### config.mk
export PLATFORM = sky130hd
export DESIGN_NAME = contrast_frame_ctrl
export DESIGN_NICKNAME = d
export VERILOG_FILES = /design/src/rtl/contrast_frame_ctrl.sv
export SDC_FILE = /design/constraint.sdc
export NUM_CORES = 1
export LEC_CHECK = 0
export BUFFER_PORTS_ARGS = -buffer_cell sky130_fd_sc_hd__buf_2
export CAP_MARGIN = 10
export CORE_AREA = 2 2 81 83
export CTS_BUF_LIST = sky130_fd_sc_hd__clkbuf_8
export DETAILED_ROUTE_END_ITERATION = 8
export DIE_AREA = 0 0 83 85
export GPL_ROUTABILITY_DRIVEN = 0
export GPL_TIMING_DRIVEN = 0
export HOLD_SLACK_MARGIN = 0.08
export PLACE_DENSITY = 0.62
export REMOVE_ABC_BUFFERS = 1
export SLEW_MARGIN = 20
export SYNTH_ARGS = -nofsm -noshare
export SYNTH_HDL_FRONTEND = slang
export SYNTH_SLANG_ARGS = --single-unit
### constraint.sdc
create_clock -name clk -period 3 [get_ports clk]
set_input_delay 0 -clock clk [delete_from_list [all_inputs] [get_ports clk]]
set_output_delay 0 -clock clk [all_outputs]
set_load 0.1 [all_outputs]
### src/rtl/contrast_frame_ctrl.sv
// Frame-level controller for a contrast datapath.
// Tracks vsync/de timing through a small FSM, double-buffers the gain/enable
// configuration so it only changes at frame boundaries, and reports line-length
// and early-vsync errors plus a completed-frame counter.
module contrast_frame_ctrl #(
    parameter int H_ACTIVE = 640,
    parameter int V_ACTIVE = 480
) (
    input  logic        clk,
    input  logic        rst_n,
    input  logic        run,
    input  logic        vsync_in,
    input  logic        de_in,
    input  logic        cfg_valid,
    input  logic [2:0]  cfg_gain,
    input  logic        cfg_en,
    output logic        cfg_ready,
    output logic        proc_start,
    output logic [2:0]  mul_value,
    output logic        frame_done,
    output logic        line_err,
    output logic        frame_err,
    input  logic        err_clr,
    output logic [15:0] frame_cnt
);

    typedef enum logic [1:0] {
        S_IDLE    = 2'd0,
        S_WAIT_VS = 2'd1,
        S_ACTIVE  = 2'd2,
        S_DONE    = 2'd3
    } state_t;

    localparam logic [11:0] H_LEN  = 12'(H_ACTIVE);
    localparam logic [11:0] V_LAST = 12'(V_ACTIVE - 1);

    state_t      state_r;
    state_t      state_s;
    logic        vs_d_r;
    logic        de_d_r;
    logic        vs_edge_s;
    logic        de_fall_s;
    logic [11:0] pix_cnt_r;
    logic [11:0] line_cnt_r;
    logic        pend_r;
    logic [2:0]  pend_gain_r;
    logic        pend_en_r;
    logic [2:0]  active_gain_r;
    logic        active_en_r;
    logic        active_en_s;
    logic        proc_start_r;
    logic        proc_start_s;
    logic        frame_done_r;
    logic        frame_done_s;
    logic        line_err_r;
    logic        frame_err_r;
    logic        line_set_s;
    logic        frame_set_s;
    logic [15:0] frame_cnt_r;

    assign vs_edge_s   = vsync_in & ~vs_d_r;
    assign de_fall_s   = de_d_r & ~de_in;
    assign line_set_s  = (state_r == S_ACTIVE) && de_fall_s && (pix_cnt_r != H_LEN);
    assign frame_set_s = (state_r == S_ACTIVE) && vs_edge_s;

    assign cfg_ready  = ~pend_r;
    assign mul_value  = active_gain_r;
    assign proc_start = proc_start_r;
    assign frame_done = frame_done_r;
    assign line_err   = line_err_r;
    assign frame_err  = frame_err_r;
    assign frame_cnt  = frame_cnt_r;

    // Delay vsync and de by one cycle for edge detection.
    always_ff @(posedge clk or negedge rst_n) begin
        if (!rst_n) begin
            vs_d_r <= 1'b0;
            de_d_r <= 1'b0;
        end else begin
            vs_d_r <= vsync_in;
            de_d_r <= de_in;
        end
    end

    // FSM state register.
    always_ff @(posedge clk or negedge rst_n) begin
        if (!rst_n) begin
            state_r <= S_IDLE;
        end else begin
            state_r <= state_s;
        end
    end

    // FSM next-state logic; an early vsync in ACTIVE restarts the frame in place.
    always_comb begin
        state_s = state_r;
        case (state_r)
            S_IDLE: begin
                if (run) state_s = S_WAIT_VS;
                else     state_s = S_IDLE;
            end
            S_WAIT_VS: begin
                if (!run)          state_s = S_IDLE;
                else if (vs_edge_s) state_s = S_ACTIVE;
                else               state_s = S_WAIT_VS;
            end
            S_ACTIVE: begin
                if (vs_edge_s)                              state_s = S_ACTIVE;
                else if (de_fall_s && (line_cnt_r == V_LAST)) state_s = S_DONE;
                else                                        state_s = S_ACTIVE;
            end
            S_DONE: begin
                state_s = S_WAIT_VS;
            end
            default: begin
                state_s = S_IDLE;
            end
        endcase
    end

    // FSM output logic, computed from the next state so outputs can be registered.
    always_comb begin
        if (vs_edge_s && pend_r) active_en_s = pend_en_r;
        else                     active_en_s = active_en_r;
        proc_start_s = (state_s == S_ACTIVE) && active_en_s;
        frame_done_s = (state_s == S_DONE);
    end

    // Registered FSM outputs and completed-frame counter.
    always_ff @(posedge clk or negedge rst_n) begin
        if (!rst_n) begin
            proc_start_r <= 1'b0;
            frame_done_r <= 1'b0;
            frame_cnt_r  <= 16'd0;
        end else begin
            proc_start_r <= proc_start_s;
            frame_done_r <= frame_done_s;
            if ((state_r == S_ACTIVE) && (state_s == S_DONE)) begin
                frame_cnt_r <= frame_cnt_r + 16'd1;
            end else begin
                frame_cnt_r <= frame_cnt_r;
            end
        end
    end

    // Pixel and line counters; held at zero outside ACTIVE so entry starts clean.
    always_ff @(posedge clk or negedge rst_n) begin
        if (!rst_n) begin
            pix_cnt_r  <= 12'd0;
            line_cnt_r <= 12'd0;
        end else if (state_r != S_ACTIVE) begin
            pix_cnt_r  <= 12'd0;
            line_cnt_r <= 12'd0;
        end else if (vs_edge_s) begin
            pix_cnt_r  <= 12'd0;
            line_cnt_r <= 12'd0;
        end else if (de_fall_s) begin
            pix_cnt_r  <= 12'd0;
            line_cnt_r <= line_cnt_r + 12'd1;
        end else if (de_in) begin
            pix_cnt_r  <= pix_cnt_r + 12'd1;
            line_cnt_r <= line_cnt_r;
        end else begin
            pix_cnt_r  <= pix_cnt_r;
            line_cnt_r <= line_cnt_r;
        end
    end

    // Sticky error flags; a new error event takes priority over err_clr.
    always_ff @(posedge clk or negedge rst_n) begin
        if (!rst_n) begin
            line_err_r  <= 1'b0;
            frame_err_r <= 1'b0;
        end else begin
            if (line_set_s)   line_err_r <= 1'b1;
            else if (err_clr) line_err_r <= 1'b0;
            else              line_err_r <= line_err_r;
            if (frame_set_s)  frame_err_r <= 1'b1;
            else if (err_clr) frame_err_r <= 1'b0;
            else              frame_err_r <= frame_err_r;
        end
    end

    // Shadow configuration: capture when free, promote to active on vsync edge.
    always_ff @(posedge clk or negedge rst_n) begin
        if (!rst_n) begin
            pend_r        <= 1'b0;
            pend_gain_r   <= 3'd0;
            pend_en_r     <= 1'b0;
            active_gain_r <= 3'd4;
            active_en_r   <= 1'b0;
        end else if (vs_edge_s && pend_r) begin
            pend_r        <= 1'b0;
            active_gain_r <= pend_gain_r;
            active_en_r   <= pend_en_r;
        end else if (cfg_valid && !pend_r) begin
            pend_r        <= 1'b1;
            pend_gain_r   <= cfg_gain;
            pend_en_r     <= cfg_en;
        end else begin
            pend_r        <= pend_r;
        end
    end

endmodule

# == After elaboration in Yosys (flattened, before gate mapping) ==
# Cells that the tools add are included.
# word_totals
in_bits,11
output_inout_bits,24
regBits,57
# op_classes
eq_ne,8
mux,19
n_reduce_logical,16
n_addsub,3
bitwise,6
# ops
cell,count
two-way mux 12 bit,7
"adder 12 x 1 -> 12 bit, second input constant",2
"adder 16 x 1 -> 16 bit, second input constant",1
"equality test 12 x 9 -> 1 bit, second input constant",1
"inequality test 12 x 10 -> 1 bit, second input constant",1
two-way mux 1 bit,9
"equality test 2 bit, second input constant",4
logical AND 1 bit,8
case mux 2 bit (4 select lines),1
nonzero test 2 bit,3
two-way mux 2 bit,2
NOT 1 bit,4
nonzero test 4 bit,1
nonzero test 3 bit,1
AND 1 bit,2
"equality test 2 x 1 -> 1 bit, second input constant",1
zero test 2 bit,1
"inequality test 2 bit, second input constant",1
AND reduction 2 bit,1
zero test 1 bit,1

# == Depth between registers and ports, before layout ==
# Gate-level depths: netlist of run 1.
# depth
depth_word,8
mapped_depth,6

# == Least setup slack after synthesis of run 1 ==
# OpenSTA, ideal clock, no wires.
# synth_path
kind,register to register
startpoint,register frame_cnt_r[0] (netlist: frame_cnt[0])
endpoint,register frame_cnt_r[14] (netlist: frame_cnt[14])
required_time_ns,2.838
slack_ns,0.877
stages_incl_launch_ff,6
t_arrival_ns,1.961
n_path_buf,0
setup_time_ns,0.162
cell_sequence,dfrtp_1 ha_1 nand4_1 nor2_1 nor4b_2 xor2_1
# synth_via
elab_chain_cells,1
# synth_lines
item,line,rtl
from (decl),59,logic [15:0] frame_cnt_r;
from (signal assigned),139,frame_cnt_r <= frame_cnt_r + 16'd1;
from (signal assigned),141,frame_cnt_r <= frame_cnt_r;
adder 16 x 1 -> 16 bit,139,
# No other way between the ends.
# A chain may end at the register's enable or synchronous reset.

# == Worst setup path after layout of run 1 ==
# layout_path
startpoint,register line_cnt_r[9]
endpoint,register frame_cnt_r[14] (netlist: frame_cnt[14])
# layout_via
elab_chain_cells,7
# layout_lines
item,line,rtl
from (decl),44,logic [11:0] line_cnt_r;
from (signal assigned),159,line_cnt_r <= line_cnt_r + 12'd1;
from (signal assigned),162,line_cnt_r <= line_cnt_r;
from (signal assigned),165,line_cnt_r <= line_cnt_r;
equality test 12 x 9 -> 1 bit,109,else if (de_fall_s && (line_cnt_r == V_LAST)) state_s = S_DONE;
logical AND 1 bit,109,
two-way mux 1 bit,109,
two-way mux 1 bit,108,if (vs_edge_s) state_s = S_ACTIVE;
case mux 2 bit (4 select lines),97,case (state_r)
equality test 2 bit,138,if ((state_r == S_ACTIVE) && (state_s == S_DONE)) begin
logical AND 1 bit,138,
# No other way between the ends.

==> results of run 1 <==
[power breakdown]
group	switching [mW]	internal, mW
Clock	0.286	0.418
Sequential	0.0221	0.819
Combinational	0.219	0.0680
[state kept, by name (all words and copies together) (netlist names)]
register,count
frame_cnt,16
frame_err,1
pend_en_r,1
pend_gain_r,3
mul_value,3
line_cnt_r,12
vs_d_r,1
proc_start,1
pend_r,1
line_err,1
de_d_r,1
pix_cnt_r,12
frame_done,1
active_en_r,1
state_r,2
[logic make-up after synthesis]
group / count (synthesis) / synth area share
compound gates: 19 / 0.0402
xor+xnor: 31 / 0.101
fa+ha+maj: 4 / 0.0187
buf+inv: 15 / 0.0238
flops: 57 / 0.533
mux: 10 / 0.0416
simple gates: 108 / 0.241
[worst max-delay path: stages (launching register included)]
cell and delay [ns]:
sky130_fd_sc_hd__dfrtp_1 0.41, sky130_fd_sc_hd__or4_4 0.57, sky130_fd_sc_hd__or4_4 0.62, sky130_fd_sc_hd__nor4b_2 0.31
sky130_fd_sc_hd__xor2_1 0.17
[placed cells by master, fill, tap and decap left out, types with 2 or more instances in the layout]
| master | n |
|---|---|
| sky130_fd_sc_hd__a21oi_1 | 7 |
| sky130_fd_sc_hd__and3_1 | 3 |
| sky130_fd_sc_hd__and4_1 | 3 |
| sky130_fd_sc_hd__buf_2 | 33 |
| sky130_fd_sc_hd__clkbuf_8 | 11 |
| sky130_fd_sc_hd__clkinv_2 | 2 |
| sky130_fd_sc_hd__dfrtp_1 | 56 |
| sky130_fd_sc_hd__dlygate4sd3_1 | 10 |
| sky130_fd_sc_hd__ha_1 | 4 |
| sky130_fd_sc_hd__inv_1 | 9 |
| sky130_fd_sc_hd__mux2_2 | 9 |
| sky130_fd_sc_hd__nand2_1 | 16 |
| sky130_fd_sc_hd__nand2b_1 | 3 |
| sky130_fd_sc_hd__nand3_1 | 14 |
| sky130_fd_sc_hd__nand4_1 | 13 |
| sky130_fd_sc_hd__nand4b_1 | 2 |
| sky130_fd_sc_hd__nor2_1 | 21 |
| sky130_fd_sc_hd__nor2b_1 | 4 |
| sky130_fd_sc_hd__nor3_1 | 7 |
| sky130_fd_sc_hd__nor4_1 | 2 |
| sky130_fd_sc_hd__nor4_2 | 3 |
| sky130_fd_sc_hd__nor4_4 | 2 |
| sky130_fd_sc_hd__nor4b_1 | 2 |
| sky130_fd_sc_hd__o21ai_0 | 7 |
| sky130_fd_sc_hd__or2_2 | 2 |
| sky130_fd_sc_hd__or3_1 | 4 |
| sky130_fd_sc_hd__or4_1 | 2 |
| sky130_fd_sc_hd__or4_4 | 2 |
| sky130_fd_sc_hd__xnor2_1 | 16 |
| sky130_fd_sc_hd__xor2_1 | 15 |
[layer usage]
layer	GRT usage	part of all wire	up-vias	routed length [um]
met2	0.251	0.49	44	2480
met5	0	0	-	0
met1	0.196	0.45	970	2310
li1	-	-	953	-
met3	0.0399	0.044	9	224
met4	0.0760	0.020	0	102
[final cells by class]
| class | count | area, um^2 |
|---|---|---|
| tap | 77 | 96.3 |
| clock buffer | 11 | 151 |
| clock inverter | 4 | 43.8 |
| sequential | 57 | 1430 |
| multi-input combinational | 172 | 1190 |
| fill | 574 | 3000 |
| timing repair buffer | 44 | 273 |
| inverter | 8 | 30.0 |
[how the worst max path moves through the flow]
stage	cells past startpoint	from	slack (ns)	endpoint
3_3_place_gp	4	line_cnt_r[9]$_DFFE_PN0P_	0.87	frame_cnt[6]$_DFFE_PN0P_
3_5_place_dp	4	line_cnt_r[9]$_DFFE_PN0P_	0.85	frame_cnt[14]$_DFFE_PN0P_
5_1_grt	4	line_cnt_r[9]$_DFFE_PN0P_	0.74	frame_cnt[14]$_DFFE_PN0P_
6_report	4	line_cnt_r[9]$_DFFE_PN0P_	0.85	frame_cnt[14]$_DFFE_PN0P_
4_1_cts	4	line_cnt_r[9]$_DFFE_PN0P_	0.84	frame_cnt[14]$_DFFE_PN0P_
2_1_floorplan	5	frame_cnt[0]$_DFFE_PN0P_	0.88	frame_cnt[14]$_DFFE_PN0P_
==> impl.org, run 1 <==
** Timing
- Achievable Freq :: between 400 and 500 MHz
- Remaining max-slew budget at the tightest pin :: 0.428
- Final worst slack :: ~0.85 ns
- At the pin with the least slew margin, the transition time is about 0.86 ns.
- Share of the clock period used by the worst path after layout :: 0.718
- Final number of setup-violating endpoints :: 0
- Skew final :: ~0.0086 ns
- Count of final max-slew check failures :: 0
- Minimum clock period :: between 2 and 2.5 ns
- On the final layout, the worst hold slack is 0.258 ns.
- The final-report hold violation count was 0.
- Fin Setup TNS :: 0 ns
- Setup repair after global routing left no endpoint under its margin.

** Critical path
- The worst setup path is captured at a flip-flop.
- Reg2Reg Depth :: 4
- The critical path is of the reg -> reg type.
- Max FO, Critical Path :: 8
- Launching point of the worst reg2reg path :: line_cnt_r[9]$_DFFE_PN0P_
- Data on the critical path is required at its endpoint by 3.25 ns.
- In this run the critical register-to-register path is captured at frame_cnt[14]$_DFFE_PN0P_.
- Critical path data arrival time :: between 2 and 2.5 ns
- For flop-to-flop paths, the worst setup slack is about 0.85 ns.
- STA classifies the critical path startpoint as a flip-flop.

** Yosys
- Number of distinct library cells after synthesis :: 38
- Syn avg cell area :: ~11 um^2
- Top post-synthesis cells by count :: sky130_fd_sc_hd__dfrtp_1, sky130_fd_sc_hd__nor2_1, sky130_fd_sc_hd__nand2_1, sky130_fd_sc_hd__xnor2_1, sky130_fd_sc_hd__xor2_1
- Post-synthesis async set-or-reset flop share :: 1.00
- Number of warnings printed during yosys synthesis :: 0
- Of all cell types, the one taking the most synthesized area is sky130_fd_sc_hd__dfrtp_1.
- Sequential area share after synthesis :: 0.533
- By area the synthesized netlist is led by sky130_fd_sc_hd__dfrtp_1, sky130_fd_sc_hd__xnor2_1, sky130_fd_sc_hd__xor2_1, sky130_fd_sc_hd__mux2_2, sky130_fd_sc_hd__nand4_1.
- In this run the cell area of the synthesized design comes to ~2700 um^2.
- After synthesis the netlist holds a flip-flop and latch count of 57.
- Number of enable flip-flop cells after synthesis :: 0
- Counting every instance in the synthesized netlist gives 244.
- Of the post-synthesis cell area, the dominant cell type holds 0.523.
- Most frequently used cell type in the post-synthesis netlist :: sky130_fd_sc_hd__dfrtp_1
- Most used flip-flop cell after synthesis :: sky130_fd_sc_hd__dfrtp_1

** Placed design
- In this run, placement finished with an instance count of around 350.
- Setup Slack @ Placement :: 0.854 ns
- The wire-length estimate of the detail-placed layout is 3430 um.
- Summing all placed instances gives a cell area of between 2000 and 3000 um^2.
- Count of input and output buffers :: 34

** Power and ir drop
- Maximum VDD drop :: 0.265 mV
- Total power of the final layout :: roughly 1.8 mW
- Cell area power density :: approximately 570 nW/um^2
- Pleak :: roughly 1.4 nW

** Worst hold path
- The worst hold path belongs to the class in -> async.

** Clock tree
- After clock tree synthesis, the clock-pin slew on the worst setup and hold paths is around 0.07 ns.
- The tree is rooted in a sky130_fd_sc_hd__clkbuf_8.
- Setup fix buffers added after clock tree synthesis :: 0
- Worst-case clock buffer depth :: 2
- In this run, CTS created clock tree buffers numbering 9.
- Total of hold buffers inserted after clock tree synthesis :: 10
- For this design, the sink count on the clock tree is 57.
- Clock latency on the worst-skew pair, taken at its later pin, is between 0.3 and 0.4 ns.
- TritonCTS built the clock tree.
- In this run, post-CTS repair resized a total of 0 instances.
- Depth of the CTS H-tree :: 3

** Route
- Number of search-and-repair iterations in the first detailed-routing pass :: 4
- DR WL/cell :: approximately 14 um
- Detailed routing inserted a total of just under 2000 vias.
- DR iter-0 viols :: about 130
- In the routed design, unresolved DRC markers number 0.
- In this run the remaining antenna-violating nets after routing total 0.
- DR vias/cell :: roughly 5.3
- The routed design has 5110 um of wire.

** Layout
- Antenna diodes :: 0
- From synthesis to final layout, the design area changed by 19.8%.
- The final layout contains slightly above 300 nets.
- Final cell count without fillers :: 373
- Utilization of the core after routing :: 0.517
- Of the cells placed in the final design, the portion with a size suffix greater than 1 is 0.230.
- Post-Layout Inst Area :: 3210 um^2

** GRT
- The first global-routing pass estimated between 8000 and 9000 um of wire.
- The initial antenna violation count came to 0.
- Maximum number of pins on one net before global-route repair :: 58
- The via count of the first global-routing pass was approximately 1800.
- For this run the aggregate overflow at the end of global routing stands at 0.
- In the global route stage, overall resource usage came out at 0.155.

** Floorplan
- The floorplan step set the die height to around 85 um.
- Row count :: 29
- For this design the top-level I/O count stands at 35.
- Die span in x :: roughly 83 um
- The floorplan step defined a die boundary enclosing 7060 um^2.
- Starting density of the core :: 0.432
- Core region area :: around 6200 um^2

** Outcome
- Outcome :: finished, final reports clean

** Job
- Max-capacitance violation count :: 0
Power figures use the tool's default switching activity.
==> run 2: changes to the inputs <==
PLACE_DENSITY = 0.64   (was 0.62)
clock period = 1.9 ns   (was 3 ns; I/O delays follow)
==> run 2 against run 1 <==
Effect of this change:
- the flow now finishes with violations (negative setup slack)
- clock skew is 0.00085 ns higher
- routed wire length up 4.7%
- sequential power is 58% higher
- sequential cell count stayed put
- worst setup slack worse by 0.91 ns
- combinational power rose by 61%
- fmax increased by 9.8%
- critical endpoint unchanged
- largest cell class unchanged
==> impl.org, run 2 (synthesized netlist as in run 1, its figures left out) <==
** Outcome
- The flow ran to the end, but the final reports show violations.
- The checks that failed: negative setup slack.

** Power and ir drop
- Internal power :: 2.30 mW (+76%)
- Maximum VDD drop :: 0.653 mV (+150%)
- NetSw :: 0.877 mW (+66%)
- Fraction of power spent switching nets :: 0.276 (-0.0117)
- Comb pwr share :: 0.145 (-0.012)
- Pleak :: 1.56 nW (+8.9%)
- Cell area power density :: 940 nW/um^2 (+65%)
- Sequential share of power :: 0.418 (-0.041)
- The clock network fraction of total power came to 0.437 (+0.053).

** Critical path
- Maximum cell stage delay along the critical path :: 0.55 ns (-0.07 ns)
- The endpoint identified for the worst register-to-register timing path is frame_cnt[14]$_DFFE_PN0P_.
- Worst Path Required :: 2.17 ns (-1.08 ns)
- The critical path buffer and inverter count was 0 (unchanged).
- Reg2Reg Depth :: 4 (unchanged)
- The startpoint identified for the worst register-to-register timing path is line_cnt_r[11]$_DFFE_PN0P_.
- STA classifies the critical path startpoint as a flip-flop.
- Max FO, Critical Path :: 8 (unchanged)
- The arrival time of data at the critical path endpoint came to 2.23 ns (-0.17 ns).
- Dominant delay contributor by cell family on the critical path :: simple AND/OR/NAND/NOR gates
- The register-to-register setup slack is -0.06 ns (-0.91 ns).
- The worst setup path is captured at a flip-flop.
- Startpoint-to-endpoint class of the critical path :: reg -> reg
- On the critical path, the stage with the largest delay is an instance of sky130_fd_sc_hd__or4_4.
- Critical Path Most Common Cell :: sky130_fd_sc_hd__or4_4
- Cell-by-cell trace of the critical path :: or4_4 -> or4_4 -> nor4b_4 -> xor2_1

** Layout
- The core occupancy in the finished layout is 0.545 (+0.0280).
- Leading cell types in the layout, fill and taps excluded :: sky130_fd_sc_hd__dfrtp_1, sky130_fd_sc_hd__buf_2, sky130_fd_sc_hd__nor2_1
- The fraction of layout cells with a size suffix above 1 came to 0.278 (+0.0484).
- Final layout net count :: 312 (+1.6%)
- Antenna diodes :: 0 (unchanged)
- Final cell count without fillers :: 379 (+1.6%)
- Leading cell type in the layout, fill and taps excluded :: sky130_fd_sc_hd__dfrtp_1
- Signed area change from the synthesized netlist to the final layout :: 26.3%
- The number of flip-flops in the largest register is 16 (unchanged).

** Route
- DR vias/cell :: 5.26 (-0.69%)
- The total wire length is 5350 um (+4.7%).
- Number of remaining DRC errors :: 0 (unchanged)
- The vias after detailed routing is 1994 (+0.91%).
- DR iter-0 viols :: 100 (-24%)
- Final antenna-violating net count :: 0 (unchanged)
- Number of search-and-repair iterations in the first detailed-routing pass :: 5 (+1)
- The routed length per instance is 14.1 um (+3.0%).

** Floorplan
- Die Footprint :: 7060 um^2 (unchanged)
- The count of boundary I/O pins is 35 (unchanged).
- Core region area :: 6200 um^2 (unchanged)
- The standard-cell row count came to 29 (unchanged).
- Starting density of the core :: 0.432 (unchanged)
- Die span in x :: 83 um (unchanged)
- The floorplan die height was 85 um (unchanged).

** Clock tree
- The CTS H-tree depth came to 3 (unchanged).
- Root buffer cell :: sky130_fd_sc_hd__clkbuf_8
- TritonCTS clock tree :: yes
- The total clock sinks is 57 (unchanged).
- The clock buffer count from CTS is 9 (unchanged).
- Worst-case clock buffer depth :: 2 (unchanged)
- The clock-pin transition on the worst setup and hold timing paths was 0.07 ns (about the same).
- Worst-skew pair later-pin latency :: 0.34 ns (about the same)

** Placed design
- The instance count after placement with tap cells included was 348 (unchanged).
- The total of buffers placed on input and output ports was 34 (unchanged).
- The placed wire-length estimate after detailed placement was 3380 um (-1.5%).

** Job
- The number of maximum-capacitance constraint violations came to 0 (unchanged).

** Timing
- Achievable Freq :: 510 MHz (+9.8%)
- Remaining max-slew budget at the tightest pin :: 0.521 (+0.0927)
- The number of setup violations in the final report came to 4 (+4).
- Final worst slack :: -0.0605 ns (-0.907 ns)
- The worst setup skew after layout was 0.00947 ns (+0.000853 ns).
- Share of the clock period used by the worst path after layout :: 1.03 (+0.314)
- The time the final worst path needs with I/O delays and setup was 1.96 ns (-0.193 ns).
- Setup repair after global routing could not meet its margin everywhere.
- Transition time of the tightest slew-check pin :: 0.719 ns (-0.137 ns)
- Count of final max-slew check failures :: 0 (unchanged)
- Final hold vios :: 0 (unchanged)

** GRT
- The global-route wire length before repair was 9400 um (+8.3%).
- Number of antenna violations at the first check in global routing :: 0 (unchanged)
- Total Routing Usage GR :: 0.169 (+0.0134)
- The via count of the first global-routing pass was 1971 (+7.7%).
- The global route total overflow came to 0 (unchanged).
- Maximum number of pins on one net before global-route repair :: 58 (unchanged)

** Worst hold path
- Classification of the worst-slack hold path :: in -> async
[run 2: changes by cell type in the layout (fill, tap and decap cells not counted), moves of 2 or more]
cell and delta:
sky130_fd_sc_hd__buf_4 +4, sky130_fd_sc_hd__nand3_1 -3, sky130_fd_sc_hd__nor4_2 -3, sky130_fd_sc_hd__nor4_4 +3, sky130_fd_sc_hd__bufinv_16 +2, sky130_fd_sc_hd__nand2_1 -2
sky130_fd_sc_hd__nand3_2 +2
[run 2: what timing repair did]
item,CTS,global route
setup buffers,5,0
hold buffers,10,0
resized for setup,5,11
pin swaps,12,3
setup endpoints to repair,18,17
endpoints found under the hold margin,70,0
[run 2: area by class of cell]
cell class                 instances  area, um^2
fill                             539        2820
timing repair buffer              49         314
multi-input combinational        172        1270
clock inverter                     6         105
sequential                        57        1430
tap                               77        96.3
inverter                           8        30.0
clock buffer                      10         138
[run 2: metal layers]
metal,track usage,share of wire
met3,0.0623,0.041
met1,0.212,0.47
met5,0,0
met2,0.268,0.47
met4,0.0641,0.013
[run 2: worst max path at each step]
stage                                     from                        end  slack (ns)  depth (start not counted)
floorplan             frame_cnt[0]$_DFFE_PN0P_  frame_cnt[14]$_DFFE_PN0P_       -0.22                          5
global placement     line_cnt_r[9]$_DFFE_PN0P_   frame_cnt[7]$_DFFE_PN0P_       -0.25                          4
detailed placement   line_cnt_r[9]$_DFFE_PN0P_   frame_cnt[7]$_DFFE_PN0P_       -0.27                          4
CTS                 line_cnt_r[11]$_DFFE_PN0P_   frame_cnt[3]$_DFFE_PN0P_       -0.06                          4
global route        line_cnt_r[11]$_DFFE_PN0P_   frame_cnt[5]$_DFFE_PN0P_       -0.12                          4
finish              line_cnt_r[11]$_DFFE_PN0P_  frame_cnt[14]$_DFFE_PN0P_       -0.06                          4
[run 2: through the flow]
step	setup TNS, ns	instance area, um^2	hold slack (ns)	power [mW]	worst slack, ns
floorplan	-1.84	2640	-0.296	1.69	-0.224
global placement	-2.06	2910	0.157	1.79	-0.251
detailed placement	-2.34	2910	0.108	1.79	-0.267
CTS	-0.184	3330	0.280	3.21	-0.0604
global route	-1.03	3380	0.328	3.29	-0.117
finish	-0.141	3380	0.250	3.18	-0.0605
[run 2: power groups by stage]
stage / Combinational, mW / Sequential (mW) / Clock (mW)
after detailed placement: 0.443 / 1.35 / 0
after CTS: 0.461 / 1.33 / 1.42
after floorplan: 0.116 / 1.58 / 0
after global routing: 0.484 / 1.34 / 1.47
final: 0.461 / 1.33 / 1.39
after global placement: 0.439 / 1.35 / 0
